==> config.mk <==
export PLATFORM = sky130hd
export DESIGN_NAME = id_regfile_hazard
export DESIGN_NICKNAME = d
export VERILOG_FILES = /design/src/rtl/id_regfile_hazard_pkg.sv /design/src/rtl/id_regfile_hazard_regfile.sv /design/src/rtl/id_regfile_hazard.sv
export SDC_FILE = /design/constraint.sdc
export NUM_CORES = 2
export LEC_CHECK = 0
export CORE_AREA = 2 2 481 244
export DETAILED_ROUTE_END_ITERATION = 10
export DIE_AREA = 0 0 483 246
export PLACE_DENSITY = 0.67
export SLEW_MARGIN = 10
export SYNTH_ARGS = -nofsm -noshare
export SYNTH_HDL_FRONTEND = slang
export SYNTH_SLANG_ARGS = --single-unit
==> constraint.sdc <==
create_clock -name CLK -period 4.13 [get_ports CLK]
set_input_delay 1.0325 -clock CLK [delete_from_list [all_inputs] [get_ports CLK]]
set_output_delay 1.0325 -clock CLK [all_outputs]
set_load 0.1 [all_outputs]
==> src/rtl/id_regfile_hazard_pkg.sv <==
// Shared decode-stage constants: register index width, the x0 index and
// the active-low write-enable level used by the D/E register as well.
package id_regfile_hazard_pkg;

    localparam int               REG_IDX_W  = 5;
    localparam logic [REG_IDX_W-1:0] X0     = '0;
    localparam logic             WEN_ACTIVE = 1'b0;

endpackage

==> src/rtl/id_regfile_hazard_regfile.sv <==
// 2-read/1-write architectural register array with async clear, hardwired
// x0 and same-cycle write-through bypass from writeback.
module regfile_2r1w
    import id_regfile_hazard_pkg::*;
#(
    parameter int NREG = 32,
    parameter int DW   = 32
) (
    input  logic                 clk,
    input  logic                 rstn,
    input  logic [REG_IDX_W-1:0] ra0,
    input  logic [REG_IDX_W-1:0] ra1,
    input  logic [REG_IDX_W-1:0] wa,
    input  logic                 wen,
    input  logic [DW-1:0]        wd,
    output logic [DW-1:0]        dout0,
    output logic [DW-1:0]        dout1
);

    logic [DW-1:0] regs [NREG];
    logic          wr_ok;

    assign wr_ok = (wen == WEN_ACTIVE) && (wa != X0);

    always_ff @(posedge clk or negedge rstn) begin
        if (!rstn) begin
            for (int i = 0; i < NREG; i++) begin
                regs[i] <= '0;
            end
        end else if (wr_ok) begin
            regs[wa] <= wd;
        end
    end

    // Writes to x0 never bypass, so x0 reads are forced to zero first.
    assign dout0 = (ra0 == X0)               ? '0 :
                   (wr_ok && (wa == ra0))    ? wd : regs[ra0];
    assign dout1 = (ra1 == X0)               ? '0 :
                   (wr_ok && (wa == ra1))    ? wd : regs[ra1];

endmodule

==> src/rtl/id_regfile_hazard.sv <==
// Decode stage: register file, load-use / redirect hazard control for the
// F/D and D/E registers, and saturating stall/flush event counters.
module id_regfile_hazard
    import id_regfile_hazard_pkg::*;
#(
    parameter int NREG  = 32,
    parameter int DW    = 32,
    parameter int CNT_W = 16
) (
    input  logic                 CLK,
    input  logic                 RSTN,
    input  logic [REG_IDX_W-1:0] RA0_D,
    input  logic [REG_IDX_W-1:0] RA1_D,
    input  logic                 RS1Used_D,
    input  logic                 RS2Used_D,
    input  logic [REG_IDX_W-1:0] WA_E,
    input  logic                 WEN_E,
    input  logic                 Load_E,
    input  logic                 JTaken_E,
    input  logic [REG_IDX_W-1:0] WA_W,
    input  logic                 WEN_W,
    input  logic [DW-1:0]        WD_W,
    input  logic                 CntClr,
    output logic [DW-1:0]        DOUT0_D,
    output logic [DW-1:0]        DOUT1_D,
    output logic                 StallF,
    output logic                 StallD,
    output logic                 FDFlush,
    output logic                 DEFlush,
    output logic [CNT_W-1:0]     StallCnt,
    output logic [CNT_W-1:0]     FlushCnt
);

    logic lu;

    regfile_2r1w #(
        .NREG (NREG),
        .DW   (DW)
    ) u_rf (
        .clk   (CLK),
        .rstn  (RSTN),
        .ra0   (RA0_D),
        .ra1   (RA1_D),
        .wa    (WA_W),
        .wen   (WEN_W),
        .wd    (WD_W),
        .dout0 (DOUT0_D),
        .dout1 (DOUT1_D)
    );

    assign lu = Load_E && (WEN_E == WEN_ACTIVE) && (WA_E != X0) &&
                ((RS1Used_D && (RA0_D == WA_E)) || (RS2Used_D && (RA1_D == WA_E)));

    // A taken redirect squashes the D instruction, so it overrides a stall.
    always_comb begin
        StallF  = 1'b0;
        StallD  = 1'b0;
        FDFlush = 1'b0;
        DEFlush = 1'b0;
        if (JTaken_E) begin
            FDFlush = 1'b1;
            DEFlush = 1'b1;
        end else if (lu) begin
            StallF  = 1'b1;
            StallD  = 1'b1;
            DEFlush = 1'b1;
        end
    end

    always_ff @(posedge CLK or negedge RSTN) begin
        if (!RSTN) begin
            StallCnt <= '0;
            FlushCnt <= '0;
        end else if (CntClr) begin
            StallCnt <= '0;
            FlushCnt <= '0;
        end else begin
            if (lu && !JTaken_E && (StallCnt != '1)) begin
                StallCnt <= StallCnt + 1'b1;
            end
            if (JTaken_E && (FlushCnt != '1)) begin
                FlushCnt <= FlushCnt + 1'b1;
            end
        end
    end

endmodule

==> run metrics <==
first-pass GRT wire length=293 mm; Initial Util=0.499; clk_skew=20.9 ps; synthesis warning total=0; CTS root buf=clkbuf_16; CP Cell Sequence=buf_16 > buf_16 > buf_12 > mux4_2 > mux4_2 > nor2b_1 > a221o_2 > buf_12; via count=40.2k; core area=115000 µm²; CP Data Required Time=3100 ps; number of synthesized flops with an enable pin=0; slowest cell on the critical path=mux4_2; share of cells above drive strength 1=0.571; max-slew violations=0; CTS Buffer Depth=3; vias per inst=6.86; critical path endpoint category=output pin; number of I/O pins=161; final wirelength=203 mm; vias in the first global route=39.8k; Main synth FF type=dfrtp_1; post-DP HPWL=124 mm; Mapped Area=57100 µm²; IO Port Bufs=160; Clock Latency Late Sink=730 ps; Pre-antenna DRT Iters=5; Syn Inst Count=3901; Routed Antenna Nets=0; Syn Area/Cell=14.6 µm²; Final period util=1.03; GR Util All Layers=0.341; Min-Delay Path Class=in2async; Largest stage delay, worst path=510 ps; largest net degree at the start of global routing=113; chip height=246 µm; row count=88; Worst Path Max Fanout=15; clock sinks=1056; Layout area overhead=22.8%; sequential fraction of the synthesis area=0.463; final hold vios=0; die width=483 µm; Tmin final=4240 ps; CTS Buf Count=96; routability cong.=0.882; H-tree level count=3; status=finished with violations; clock-pin slew on the worst setup and hold paths=70 ps; arrival time of the worst setup path=3210 ps; Final setup viols=33; Async S/R FF share, synth=1.00; die area=119000 µm²; Final #Nets=4312; Max Cap Violations=0; RSZ-0062 raised after global routing=true; Slew @ Worst Pin=1100 ps; CTS tree=built; initial antenna violation count=4; Synth Register Bits=1056; max_slew headroom=0.265; gr ovfl total=0; Residual DRC=0; pwr dens=455 nW/µm²; Critical Path Source Type=primary input; critical path class=in2out; LEAKAGE=30.5 nW; Synth cell types=61; setup ws final=-113 ps; Max Clock Freq=0.236 GHz; pre-CTS setup slack=-531 ps; Post-CTS Hold Fix Bufs=0; Synthesized Nets=3964; worst vdd ir=0.000352 V; Avg WL per Cell=34.6 µm; Setup TNS=-1690 ps; number of DRC markers in iteration 0=5062; failing checks=setup timing
-- through the flow --
step	power, W	instance area [µm²]	util	hold WS (ps)	std cells
after global routing	0.0330	70100	0.612	356	5860
after CTS	0.0318	69400	0.606	351	5820
final	0.0319	70100	0.612	329	5860
after floorplan	0.0190	57700	-	441	3901
after global placement	0.0217	64500	0.563	377	5579
after detailed placement	0.0219	64500	0.563	384	5579
-- Yosys cell counts, types with 10 or more instances --
| library cell | instances | area, µm² |
|---|---|---|
| dfrtp_1 | 1056 | 26400 |
| mux2_2 | 1013 | 11400 |
| mux4_2 | 492 | 11100 |
| clkbuf_1 | 243 | 912 |
| mux2i_1 | 166 | 1660 |
| nand2_1 | 128 | 480 |
| buf_2 | 90 | 450 |
| nor2_1 | 78 | 293 |
| buf_1 | 52 | 195 |
| o21ai_0 | 47 | 235 |
| a221oi_1 | 43 | 377 |
| nand3_1 | 43 | 215 |
| a21oi_1 | 33 | 165 |
| buf_4 | 29 | 218 |
| buf_6 | 26 | 293 |
| nor2b_1 | 26 | 163 |
| a211oi_1 | 25 | 188 |
| o221ai_1 | 22 | 193 |
| a221o_1 | 19 | 190 |
| a32oi_1 | 19 | 166 |
| o22ai_1 | 19 | 119 |
| xor2_1 | 18 | 158 |
| nor3_1 | 17 | 85.1 |
| xnor2_1 | 16 | 140 |
| o21ai_1 | 14 | 70.1 |
| o31ai_1 | 14 | 105 |
| mux2_1 | 11 | 124 |
| and3_1 | 10 | 62.6 |
| clkinv_1 | 10 | 37.5 |
-- registers in the layout, summed over array words and instances (netlist names) --
name / flops
u_rf.regs: 1024
FlushCnt: 16
StallCnt: 16
-- layer usage --
layer,GRT usage,part of all wire,wire length (µm),vias up
li1,-,-,-,15755
met1,0.503,0.43,86600,21609
met2,0.484,0.43,86300,2428
met3,0.0920,0.11,22100,434
met4,0.125,0.038,7700,0
met5,0,0,0,-
-- what timing repair did --
action | in CTS | in global routing
endpoints found under the setup margin | 64 | 64
pin swaps | 30 | 35
cloned | 23 | 3
buffers inserted | 43 | 41
hold endpoints to repair | 0 | 0
resized for setup | 147 | 84
-- path summary, 6_finish.rpt --
path / slack (ps) / start / cells after the start / endpoint
max reg2reg: 1640 / StallCnt[0] / 6 / StallCnt[15]
min: 330 / RSTN / 1 / u_rf.regs[213]
max in group asynchronous: 2610 / RSTN / 3 / u_rf.regs[295]
min in group CLK: 400 / u_rf.regs[1012] / 0 / u_rf.regs[1012]
min reg2reg: 400 / u_rf.regs[1012] / 0 / u_rf.regs[1012]
max: -110 / RA1_D[0] / 8 / DOUT1_D[4]
-- area by class of cell --
type	instances	area [µm²]
clock inverters	36	467
repair buffers	691	8740
flip-flops and latches	1056	26400
diodes	2	5.00
fillers	8479	44400
multi-input cells	2386	29700
inverters	18	82.6
well taps	1530	1910
clock buffers	141	2800
-- power by group --
group	leakage [nW]	internal, W	switching, W
Clock	1.61	0.00530	0.00433
Sequential	13.6	0.0122	0.00153
Combinational	15.3	0.00466	0.00387
Total	30.5	0.0222	0.00973
-- cells by family (layout without fill, tap and decap cells) --
kind of cell / Yosys count / in the layout / synth area share
multiplexers: 1682 / 1682 / 0.425
other: 0 / 2 / 0
XOR/XNOR: 34 / 34 / 0.00521
flip-flops: 1056 / 1056 / 0.463
AND/OR/NAND/NOR: 363 / 363 / 0.0304
AO/OA/AOI/OAI: 305 / 305 / 0.0386
adder cells (fa/ha/maj): 2 / 2 / 0.000438
buffers and inverters: 459 / 886 / 0.0375
-- worst max-delay path, delay by kind of cell --
kind                   cells  cell delay [ps]
AOI/OAI and AO/OA          1              320
buffers and inverters      4              660
muxes                      2             1000
and+or+nand+nor            1              140
-- layout by cell type (no fill, tap or decap), types with 57 or more instances in the layout --
| master | n |
|---|---|
| buf_4 | 344 |
| nor2_1 | 57 |
| mux4_2 | 492 |
| clkdlybuf4s50_1 | 75 |
| mux2_2 | 1010 |
| dfrtp_1 | 1056 |
| buf_12 | 184 |
| mux2i_1 | 165 |
| clkbuf_16 | 103 |
| nand2_1 | 87 |
No activity file was read; power rests on OpenSTA's default activity.
